<file path="config.mk">
export PLATFORM = sky130hd
export DESIGN_NAME = fft_result_reader
export DESIGN_NICKNAME = d
export VERILOG_FILES = /design/src/rtl/fft_result_reader_pkg.sv /design/src/rtl/fft_result_reader_cplx_mag_l1.sv /design/src/rtl/fft_result_reader.sv
export SDC_FILE = /design/constraint.sdc
export NUM_CORES = 1
export LEC_CHECK = 0
export CAP_MARGIN = 20
export CORE_MARGIN = 5
export CORE_UTILIZATION = 48
export DETAILED_ROUTE_END_ITERATION = 16
export PLACE_DENSITY = 0.76
export SETUP_SLACK_MARGIN = 0.4
export SLEW_MARGIN = 40
export SYNTH_ARGS = -nofsm -noshare
export SYNTH_HDL_FRONTEND = slang
export SYNTH_SLANG_ARGS = --single-unit
</file>
<file path="constraint.sdc">
create_clock -name clk -period 4.9 [get_ports clk]
set_input_delay 0.49 -clock clk [delete_from_list [all_inputs] [get_ports clk]]
set_output_delay 0.49 -clock clk [all_outputs]
set_load 0.05 [all_outputs]
</file>
<file path="src/rtl/fft_result_reader_pkg.sv">
// Shared types and constants for the FFT result reader.
// Holds the FSM encoding and the bin word field split.
package fft_result_reader_pkg;

  typedef enum logic [1:0] {
    IDLE  = 2'b00,
    READ  = 2'b01,
    DRAIN = 2'b10,
    DONE  = 2'b11
  } state_t;

  localparam int DEF_N   = 16;
  localparam int DEF_MSB = 16;

  // Imag part sits in the low half of a bin word.
  localparam int IM_LSB = 0;

  // Real part sits in the upper half of a bin word.
  function automatic int re_lsb(input int msb);
    return msb / 2;
  endfunction

endpackage

</file>
<file path="src/rtl/fft_result_reader_cplx_mag_l1.sv">
// L1 magnitude |re|+|im| of a packed complex bin word.
// Output is one bit wider than a half so abs(min) is exact.
module cplx_mag_l1
  import fft_result_reader_pkg::*;
#(
  parameter int MSB = DEF_MSB
) (
  input  logic [MSB-1:0] data,
  output logic [MSB/2:0] mag
);

  localparam int H = MSB / 2;

  logic signed [H-1:0] re;
  logic signed [H-1:0] im;
  logic signed [H:0]   re_x;
  logic signed [H:0]   im_x;
  logic        [H:0]   re_abs;
  logic        [H:0]   im_abs;

  assign re   = data[re_lsb(MSB) +: H];
  assign im   = data[IM_LSB +: H];
  assign re_x = re;
  assign im_x = im;

  assign re_abs = re_x[H] ? -re_x : re_x;
  assign im_abs = im_x[H] ? -im_x : im_x;

  assign mag = re_abs + im_abs;

endmodule

</file>
<file path="src/rtl/fft_result_reader.sv">
// Streams FFT bins out as L1 magnitudes with backpressure.
// Tracks the per-frame peak and pulses it once per frame.
module fft_result_reader
  import fft_result_reader_pkg::*;
#(
  parameter int N   = DEF_N,
  parameter int MSB = DEF_MSB
) (
  input  logic                 clk,
  input  logic                 rst,
  input  logic                 fft_finish,
  input  logic [MSB-1:0]       fft_data,
  output logic [$clog2(N)-1:0] fft_addr,
  output logic                 fft_insert,
  output logic [MSB/2:0]       mag_data,
  output logic [$clog2(N)-1:0] mag_bin,
  output logic                 mag_valid,
  input  logic                 mag_ready,
  output logic                 mag_last,
  output logic [$clog2(N)-1:0] peak_bin,
  output logic [MSB/2:0]       peak_mag,
  output logic                 peak_valid,
  output logic                 busy
);

  localparam int AW = $clog2(N);
  localparam logic [AW-1:0] LAST = AW'(N - 1);

  state_t       state;
  state_t       state_nx;
  logic [MSB/2:0] mag;
  logic         capture;
  logic         xfer;
  logic         at_last;

  cplx_mag_l1 #(
    .MSB(MSB)
  ) u_mag (
    .data(fft_data),
    .mag (mag)
  );

  assign fft_insert = 1'b0;
  assign xfer       = mag_valid && mag_ready;
  assign at_last    = fft_addr == LAST;

  // Next state, capture strobe and status outputs.
  always_comb begin
    state_nx   = state;
    capture    = 1'b0;
    busy       = 1'b0;
    peak_valid = 1'b0;
    unique case (state)
      IDLE: begin
        if (fft_finish) state_nx = READ;
      end
      READ: begin
        busy    = 1'b1;
        capture = !mag_valid || mag_ready;
        if (capture && at_last) state_nx = DRAIN;
      end
      DRAIN: begin
        busy = 1'b1;
        if (xfer && mag_last) state_nx = DONE;
      end
      DONE: begin
        peak_valid = 1'b1;
        state_nx   = IDLE;
      end
    endcase
  end

  // State register.
  always_ff @(posedge clk) begin
    if (rst) state <= IDLE;
    else     state <= state_nx;
  end

  // Address, output register and running peak.
  always_ff @(posedge clk) begin
    if (rst) begin
      fft_addr  <= '0;
      mag_data  <= '0;
      mag_bin   <= '0;
      mag_valid <= 1'b0;
      mag_last  <= 1'b0;
      peak_bin  <= '0;
      peak_mag  <= '0;
    end else begin
      unique case (state)
        IDLE: begin
          if (fft_finish) begin
            fft_addr <= '0;
            peak_bin <= '0;
            peak_mag <= '0;
          end
        end
        READ: begin
          if (capture) begin
            mag_data  <= mag;
            mag_bin   <= fft_addr;
            mag_last  <= at_last;
            mag_valid <= 1'b1;
            if (mag > peak_mag) begin
              peak_mag <= mag;
              peak_bin <= fft_addr;
            end
            if (!at_last) fft_addr <= fft_addr + 1'b1;
          end
        end
        DRAIN: begin
          if (xfer) mag_valid <= 1'b0;
        end
        DONE: begin
          fft_addr <= '0;
        end
      endcase
    end
  end

endmodule

</file>
# Yosys cells after proc, flatten, opt, wreduce, memory -nomap -nowiden
# Cells that the tools add are included.
[op_classes]
order_cmp = 1
add_sub_neg = 4
eq_ne = 11
n_reduce_logical = 15
n_mux = 23
[ops]
columns = ["cell", "n"]
rows = [
  ["9-bit 2-to-1 mux", 5],
  ["4-bit 2-to-1 mux", 5],
  ["8-bit negator with 9-bit output", 2],
  ["9-bit case mux with 2 select lines", 1],
  ["2-bit != test (second input constant)", 7],
  ["4-bit case mux with 3 select lines", 1],
  ["9-bit adder", 1],
  ["9-bit > comparator", 1],
  ["2-bit case mux with 4 select lines", 1],
  ["4-bit case mux with 2 select lines", 1],
  ["4-bit AND reduction", 2],
  ["2-bit 2-to-1 mux", 3],
  ["3-bit AND reduction", 2],
  ["1-bit 2-to-1 mux", 5],
  ["4-bit by 1-bit adder with 4-bit output (second input constant)", 1],
  ["2-bit == test (second input constant)", 2],
  ["4-bit == test (second input constant)", 1],
  ["2-bit nonzero test", 2],
  ["1-bit logical AND", 3],
  ["3-bit nonzero test", 1],
  ["2-bit by 1-bit == test with 1-bit output (second input constant)", 1],
  ["2-bit zero test", 1],
  ["1-bit case mux with 2 select lines", 1],
  ["2-bit AND reduction", 1],
  ["3 further kinds", 3],
]
[totals]
input_bits = 20
output_inout_bits = 35
wordCells = 62
regBits = 34

# Longest topological paths before layout
# Gate-level depths: netlist of the first run.
[depth]
depth_word = 7
mapped_depth = 18
ltp_nobuf = 16

# Cells and area by module
# Synthesis of the first run repeated with hierarchy kept, for this count alone.
[hier_totals]
cells_unflattened = 279
area_unflattened_um2 = 2298.5
[by_module_without_submodules]
columns = ["module", "instances", "cells_per_inst", "seq_area_each_um2", "area_each_um2"]
rows = [
  ["fft_result_reader", 1, 199, 680.7, 1696.6],
  ["cplx_mag_l1", 1, 80, 0.0, 601.8],
]

# Least setup slack after synthesis of the first run
# Ideal clock, no wire load.
[synth_path]
kind = "in2reg"
from = "input port fft_data[10]"
to = "register peak_mag[1]"
slack_ns = 1.230
required_ns = 4.828
path_buffers = 2
path_stages = 16
arrival_time_ns = 3.598
setup_time_ns = 0.072
cell_sequence = "or3_1 -> nand2_1 -> xnor2_1 -> ha_1 -> clkbuf_1 -> o21a_1 -> o31a_1 -> o31ai_1 -> and2_1 -> ha_1 -> nand3_1 -> a21oi_1 -> or4b_4 -> o21ai_4 -> buf_12 -> mux2i_1"
[synth_via]
elab_chain_cells = 6
[synth_lines]
columns = ["item", "line_no", "source"]
rows = [
  ["start: declaration", "fft_result_reader.sv:12", "input logic [MSB-1:0] fft_data,"],
  ["8-bit negator with 9-bit output", "fft_result_reader_cplx_mag_l1.sv:26", "assign re_abs = re_x[H] ? -re_x : re_x;"],
  ["9-bit 2-to-1 mux *", "fft_result_reader_cplx_mag_l1.sv:26", ""],
  ["9-bit adder *", "fft_result_reader_cplx_mag_l1.sv:29", "assign mag = re_abs + im_abs;"],
  ["named net mag[6]", "fft_result_reader.sv:31", "logic [MSB/2:0] mag;"],
  ["9-bit > comparator *", "fft_result_reader.sv:104", "if (mag > peak_mag) begin"],
  ["2-bit != test (no line) *", "--", ""],
  ["4-bit AND reduction (no line) *", "--", ""],
  ["end signal: assignment", "fft_result_reader.sv:105", "peak_mag <= mag;"],
  ["end: declaration", "fft_result_reader.sv:21", "output logic [MSB/2:0] peak_mag,"],
]
# Mark *: on every way through the listed nets, which the timed path passes. The rest lies on a longest branch.
# A chain may end at the register's enable or synchronous reset.

# Final worst setup path of the first run
[layout_path]
from = "input port fft_data[0]"
to = "register peak_mag[6]"
[layout_via]
elab_chain_cells = 6
elab_cells_between_ends = 9
cone_classes = "2 x add/sub; 1 x order compare; 1 x eq/ne; 4 x mux; 1 x reduce/logical"
[layout_lines]
columns = ["item", "line_no", "source"]
rows = [
  ["8-bit negator with 9-bit output", "fft_result_reader_cplx_mag_l1.sv:27", "assign im_abs = im_x[H] ? -im_x : im_x;"],
  ["9-bit 2-to-1 mux *", "fft_result_reader_cplx_mag_l1.sv:27", ""],
  ["9-bit adder *", "fft_result_reader_cplx_mag_l1.sv:29", ""],
  ["named net mag[6]", "fft_result_reader.sv:31", ""],
  ["9-bit > comparator / 9-bit 2-to-1 mux (equally long branches)", "fft_result_reader.sv:104", ""],
  ["2-bit != test (no line) / 9-bit 2-to-1 mux (equally long branches)", "--", ""],
  ["4-bit AND reduction (no line) / 9-bit case mux with 2 select lines (equally long branches)", "--", ""],
]
# Mark *: on every way through the listed nets, which the timed path passes. The rest lies on a longest branch. The select of a mux whose other input is x is not followed.

==> results of run 1 <==
-- synthesized netlist by cell type, drive strengths merged --
master   count  area, µm²
nand2       54        203
dfxtp       34        681
ha          26        325
inv         25       93.8
nor2        21       78.8
a21oi       18       93.8
mux2i       15        150
nand3       12       60.1
o21ai       12       71.3
xnor2       12        105
clkbuf       8       30.0
a211oi       5       37.5
nor2b        5       31.3
nor3         5       25.0
and2         4       25.0
nand2b       4       25.0
nand4        4       25.0
o21a         4       30.0
o31ai        4       30.0
buf          3       32.5
xor2         3       26.3
a31oi        2       12.5
nand3b       2       15.0
or3          2       12.5
a2111oi      1       8.76
a221o        1       10.0
a32oi        1       8.76
and4         1       8.76
conb         1       3.75
fa           1       20.0
nand4b       1       8.76
nor4         1       6.26
nor4b        1       8.76
o2111a       1       11.3
o2111ai      1       8.76
o21ba        1       10.0
o22ai        1       6.26
o31a         1       8.76
o32a         1       10.0
or4b         1       13.8
-- worst paths after layout --
path / startpoint / end / cells past startpoint
worst max-delay path: fft_data[0] / peak_mag[6] / 17
worst min-delay path: mag_bin[0] / mag_bin[0] / 2
worst max register to register: state[1] / peak_mag[6] / 8
worst min register to register: mag_bin[0] / mag_bin[0] / 2
-- worst max-delay path, delay by kind of cell --
family | cells | cell delay [ps]
xor+xnor | 1 | 140
fa+ha+maj | 3 | 810
mux | 1 | 200
buf+inv | 3 | 780
compound gates | 4 | 810
simple gates | 5 | 1140
-- report_power, final --
group / internal [mW] / switching (mW) / leakage (nW)
combinational: 0.352 / 0.563 / 0.862
clock: 0.113 / 0.100 / 0.0482
sequential: 0.335 / 0.0508 / 0.276
total: 0.800 / 0.714 / 1.19
-- layout by cell type (no fill, tap or decap), types with 6 or more instances in the layout --
cell type | synthesis | routed
a21oi_1 | 17 | 17
clkbuf_8 | 0 | 6
clkdlybuf4s50_1 | 0 | 53
dfxtp_1 | 34 | 34
ha_1 | 26 | 26
inv_1 | 24 | 24
mux2i_1 | 15 | 15
nand2_1 | 54 | 54
nand3_1 | 12 | 12
nor2_1 | 21 | 21
o21ai_0 | 7 | 7
xnor2_1 | 12 | 12
-- through the flow --
step,power (mW),cell area (µm²)
floorplan,1.07,2370
global placement,1.29,2950
detailed placement,1.31,2960
CTS,1.52,3050
global route,1.62,3050
finish,1.51,3050
-- per-layer routing --
layer | GRT usage | vias to the layer above | part of all wire
li1 | - | 1134 | -
met1 | 0.246 | 1016 | 0.48
met2 | 0.303 | 58 | 0.46
met3 | 0.0392 | 2 | 0.050
met4 | 0.0304 | 0 | 0.0045
met5 | 0 | - | 0
-- registers in the layout, summed over array words and instances, names as in the netlist --
| name | flops |
|---|---|
| mag_data | 9 |
| peak_mag | 9 |
| fft_addr | 4 |
| mag_bin | 4 |
| peak_bin | 4 |
| state | 2 |
| mag_last | 1 |
| mag_valid | 1 |
-- cell families after synthesis --
| family | after synthesis | share of synthesized area |
|---|---|---|
| AO/OA/AOI/OAI | 54 | 0.151 |
| XOR/XNOR | 15 | 0.0554 |
| adder cells (fa/ha/maj) | 27 | 0.146 |
| buffers and inverters | 36 | 0.0659 |
| flip-flops | 34 | 0.287 |
| multiplexers | 15 | 0.0633 |
| other | 1 | 0.00158 |
| AND/OR/NAND/NOR | 118 | 0.230 |
-- cell type report --
| class | instances | area, µm² |
|---|---|---|
| Timing Repair Buffer | 57 | 561 |
| Inverter | 25 | 93.8 |
| Fill cell | 440 | 1710 |
| Tap cell | 67 | 83.8 |
| Clock buffer | 7 | 86.3 |
| Clock inverter | 1 | 5.00 |
| Sequential cell | 34 | 681 |
| Multi-Input combinational cell | 230 | 1540 |
==> results.md, run 1 <==
* Fin util at 0.641
* Die Y-Extent at approximately 80 µm
* # placed instances at 413
* Ratio of routed vias to standard cells at ~5.2
* Average instance area after synthesis at 7.91 µm²
* Die Wd at around 80 µm
* Number of endpoints failing setup at the final stage at 0
* Die area at 6450 µm²
* Boundary pin count at 55
* Pre-CTS setup slack at 454 ps
* Number of input and output port buffers inserted at 53
* Via count of the first global-routing pass at 2150
* Post-Syn Instances at 300
* Post_cts resized at 0
* Clock tree root driver cell: clkbuf_8
* Number of iterations in the first detailed-routing pass at 4
* Maximum clock rate at 0.240 GHz
* Cell type of the slowest stage on the worst timing path: clkdlybuf4s50_1
* Number of sinks handled by clock tree synthesis at 34
* Routed wire length at about 5500 µm
* Max H-tree Level at 2
* Syn Nets at around 350
* NumNets Final at 400
* Number of clock buffers inserted by TritonCTS at 5
* Endpoint kind of the worst setup timing path: register
* Post-DR wirelength/cell at between 10 and 15 µm
* Number of antenna diodes at 0
* Area of the mapped netlist at around 2400 µm²
* GRT Residual Overflow at 0
* Area of the core at approximately 4800 µm²
* Worst hold slack at ~460 ps
* Ys Warns at 0
* Slew margin rel. at 0.549
* Vias after detailed routing at between 2000 and 2500
* Setup Buffers After CTS at 0
* Global-route wire length before repair at between 9000 and 10000 µm
* Max_cap viols at 0
* Final-layout setup total negative slack at 0 ps
* Period utilisation layout at 0.852
* Final Slew Violations at 0
* Iter 0 DRT Violations at between 90 and 100
* GPL Wtd Cong at about 0.85
* Final HPWL from detailed placement at roughly 4500 µm
* Type of origin of the critical path: input pin
* Worst Setup Path Type: in2reg
* Worst R2R Setup Slack at ~2800 ps
* Min setup slack post-route at ~730 ps
* Pin slew with the least headroom to its limit at approximately 670 ps
* Clock-pin slew on the worst setup and hold paths at about 70 ps
* Number of placement rows at 25
* Worst ir drop on vdd at around 0.33 mV
* Sequential area share after synthesis at 0.287
* Largest net degree at the start of global routing at 19
* Flop and latch count out of synthesis at 34
* Leakage power figure at about 1.2 nW
* Starting utilization of the core area at 0.499
* DRC violations left at 0
* Required @ worst endpoint at 5110 ps
* Number of failing hold endpoints at the final stage at 0
* Number of antenna-violating nets in the routed design at 0
* Number of buffers added to fix hold violations after cts at 0
* Number of antenna violations at the first check in global routing at 0
* Most repeated library cell on the critical path: ha_1
* Crit path time final at 4170 ps
* Unrepaired setup endpoints after global routing: false
* Crit path largest cell delay at ~510 ps
* Power per cell area at between 400 and 500 nW/µm²
* Post-layout instance count excluding filler cells at ~420
* Clock latency on the worst-skew pair at between 200 and 300 ps
* Count of different cell masters after synthesis at 46
* Fraction of final layout cells sized beyond drive strength 1 at 0.0452
* Max Root-Sink Buffers at 2
* CP Cell Sequence: clkdlybuf4s50_1 -> inv_1 -> ha_1 -> nand2b_1 -> xnor2_1 -> ha_1 -> nor2b_1 -> o31a_1 -> o31ai_1 -> and2_1 -> ha_1 -> nand3_1 -> a21oi_1 -> or4b_4 -> o21ai_4 -> buf_4 -> mux2i_1
* Maximum fanout along the worst path at 8
* Status: completed
* Skew final at 8.48 ps
* CP arrival at around 4400 ps
* Path type of the worst min-delay path: reg2reg
* Overall track demand over capacity in global routing at 0.183
* Area grow syn2layout at 28.5%
* CTS tree: done
Power figures use the tool's default switching activity.
==> run 2: changes to the inputs <==
--- a/config.mk
+++ b/config.mk
@@ -9,7 +9,8 @@
 export CORE_MARGIN = 5
 export CORE_UTILIZATION = 48
 export DETAILED_ROUTE_END_ITERATION = 16
-export PLACE_DENSITY = 0.76
+export DONT_BUFFER_PORTS = 1
+export PLACE_DENSITY = 0.62
 export SETUP_SLACK_MARGIN = 0.4
 export SLEW_MARGIN = 40
 export SYNTH_ARGS = -nofsm -noshare
==> run 2 against run 1 <==
Net effect:
- clock power is 8% lower
- largest power group unchanged
- final area is 19% lower
- critical path depth is 2 lower
- clock skew is 1.6 ps higher
==> results.md, run 2 (synthesis gave the netlist of run 1 again) <==
* Number of sinks handled by clock tree synthesis at 34
* Unrepaired setup endpoints after global routing: false
* Number of placement rows at 25
* Worst ir drop on vdd at 0.400 mV
* Iter 0 DRT Violations at 76
* Die area at approximately 6400 µm²
* Slew margin rel. at 0.526
* Flip-flop and latch area at slightly below 700 µm²
* Setup Buffers After CTS at 0
* Number of antenna diodes at 0
* Multi-input logic area at approximately 1500 µm²
* Number of clock buffers inserted by TritonCTS at 5
* Maximum fanout along the worst path at 13
* Post-DR wirelength/cell at 14.7 µm
* Clock share of power at 0.146
* Worst hold slack at between 200 and 300 ps
* Max_cap viols at 0
* Skew final at around 10 ps
* Logic gate share of total power at 0.436
* Vias after detailed routing at 1967
* Final HPWL from detailed placement at around 4200 µm
* Path type of the worst min-delay path: in2reg
* Type of origin of the critical path: input pin
* Endpoint kind of the worst setup timing path: register
* Overall track demand over capacity in global routing at 0.180
* GRT Residual Overflow at 0
* Pin slew with the least headroom to its limit at between 700 and 800 ps
* Routed wire length at roughly 5300 µm
* Most frequent standard cell in the layout excluding fill and tap cells: nand2_1
* Final-layout setup total negative slack at 0 ps
* Relative contribution of sequential cells to total power at 0.418
* Period utilisation layout at 0.773
* Number of endpoints failing setup at the final stage at 0
* DRC violations left at 0
* Clock-pin slew on the worst setup and hold paths at approximately 70 ps
* Fraction of final layout cells sized beyond drive strength 1 at 0.0438
* Regs by FF count: mag_data: 9 flops, peak_mag: 9 flops
* Die Wd at roughly 80 µm
* Internal cell power at around 660 µW
* Max H-tree Level at 2
* Required @ worst endpoint at ~5100 ps
* Top library cells by usage in the layout, fill and taps aside: 54 x nand2_1, 34 x dfxtp_1, 26 x ha_1
* NumNets Final at 344
* Power per cell area at 543 nW/µm²
* Number of antenna-violating nets in the routed design at 0
* Post_cts resized at 0
* Clock tree root driver cell: clkbuf_8
* Boundary pin count at 55
* Starting utilization of the core area at 0.499
* Clock latency on the worst-skew pair at around 290 ps
* Leakage power figure at ~0.98 nW
* Net switching fraction of the power at 0.510
* Final Slew Violations at 0
* Max Root-Sink Buffers at 2
* GPL Wtd Cong at a little under 0.9
* Crit path time final at 3790 ps
* Number of filler instances in the final layout at 482
* Maximum clock rate at about 0.26 GHz
* Number of failing hold endpoints at the final stage at 0
* NetSw at 687 µW
* CP arrival at between 4000 and 5000 ps
* Via count of the first global-routing pass at 1896
* Ratio of routed vias to standard cells at about 5.4
* Largest net degree at the start of global routing at 19
* Status: completed
* Number of buffers added to fix hold violations after cts at 0
* Number of iterations in the first detailed-routing pass at 4
* CTS tree: done
* Global-route wire length before repair at slightly above 9000 µm
* Number of antenna violations at the first check in global routing at 0
* Area grow syn2layout at 4.64%
* Worst Setup Path Type: in2reg
* Number of input and output port buffers inserted at 0
* Area of the core at between 4000 and 5000 µm²
* Die Y-Extent at about 80 µm
-- run 2: path summary, 6_finish.rpt --
path | from | to | slack, ps | cells past startpoint
setup / recovery | fft_data[1] | peak_mag[6] | 1110 | 15
setup reg to reg | peak_mag[7] | peak_mag[6] | 2300 | 7
hold reg to reg | state[1] | state[1] | 600 | 2
hold / removal | rst | mag_data[1] | 260 | 1
-- run 2: metrics by stage --
stage               cell area (µm²)  setup slack (ps)  total power [mW]  utilization  std cells
floorplan                      2370              1230              1.07            -        300
global placement               2400               820              1.16        0.505        357
detailed placement             2400               797              1.16        0.506        357
CTS                            2480              1090              1.36        0.522        364
global route                   2480               808              1.46        0.522        364
finish                         2480              1110              1.35        0.522        364
-- run 2: routing by layer --
| layer | part of all wire | vias to the layer above | GRT usage |
|---|---|---|---|
| met3 | 0.078 | 7 | 0.0639 |
| li1 | - | 1018 | - |
| met2 | 0.41 | 53 | 0.259 |
| met5 | 0 | - | 0 |
| met1 | 0.49 | 889 | 0.248 |
| met4 | 0.013 | 0 | 0.0608 |
-- run 2: final cells by class --
class | count | area share
Sequential cell | 34 | 0.274
Tap cell | 67 | 0.0338
Multi-Input combinational cell | 230 | 0.619
Clock buffer | 5 | 0.0277
Clock inverter | 2 | 0.00403
Inverter | 25 | 0.0378
Timing Repair Buffer | 1 | 0.00302
-- run 2: worst max-delay path: stages --
cell and delay [ps]:
inv_1 40, ha_1 260, nand2_1 40, o21ai_0 130, inv_1 110, fa_1 470
nor2b_1 200, o2111ai_1 170, a31oi_1 400, ha_1 320, nand3_1 130, a21oi_1 60
or4b_4 490, o21ai_4 470, mux2i_1 250
-- run 2: power by group through the flow --
| stage | clock, mW | sequential [mW] | combinational (mW) |
|---|---|---|---|
| 3_5_place_dp | 0 | 0.573 | 0.591 |
| 2_1_floorplan | 0 | 0.552 | 0.520 |
| 6_report | 0.197 | 0.564 | 0.588 |
| 4_1_cts | 0.204 | 0.567 | 0.593 |
| 5_1_grt | 0.214 | 0.576 | 0.667 |
| 3_3_place_gp | 0 | 0.572 | 0.586 |
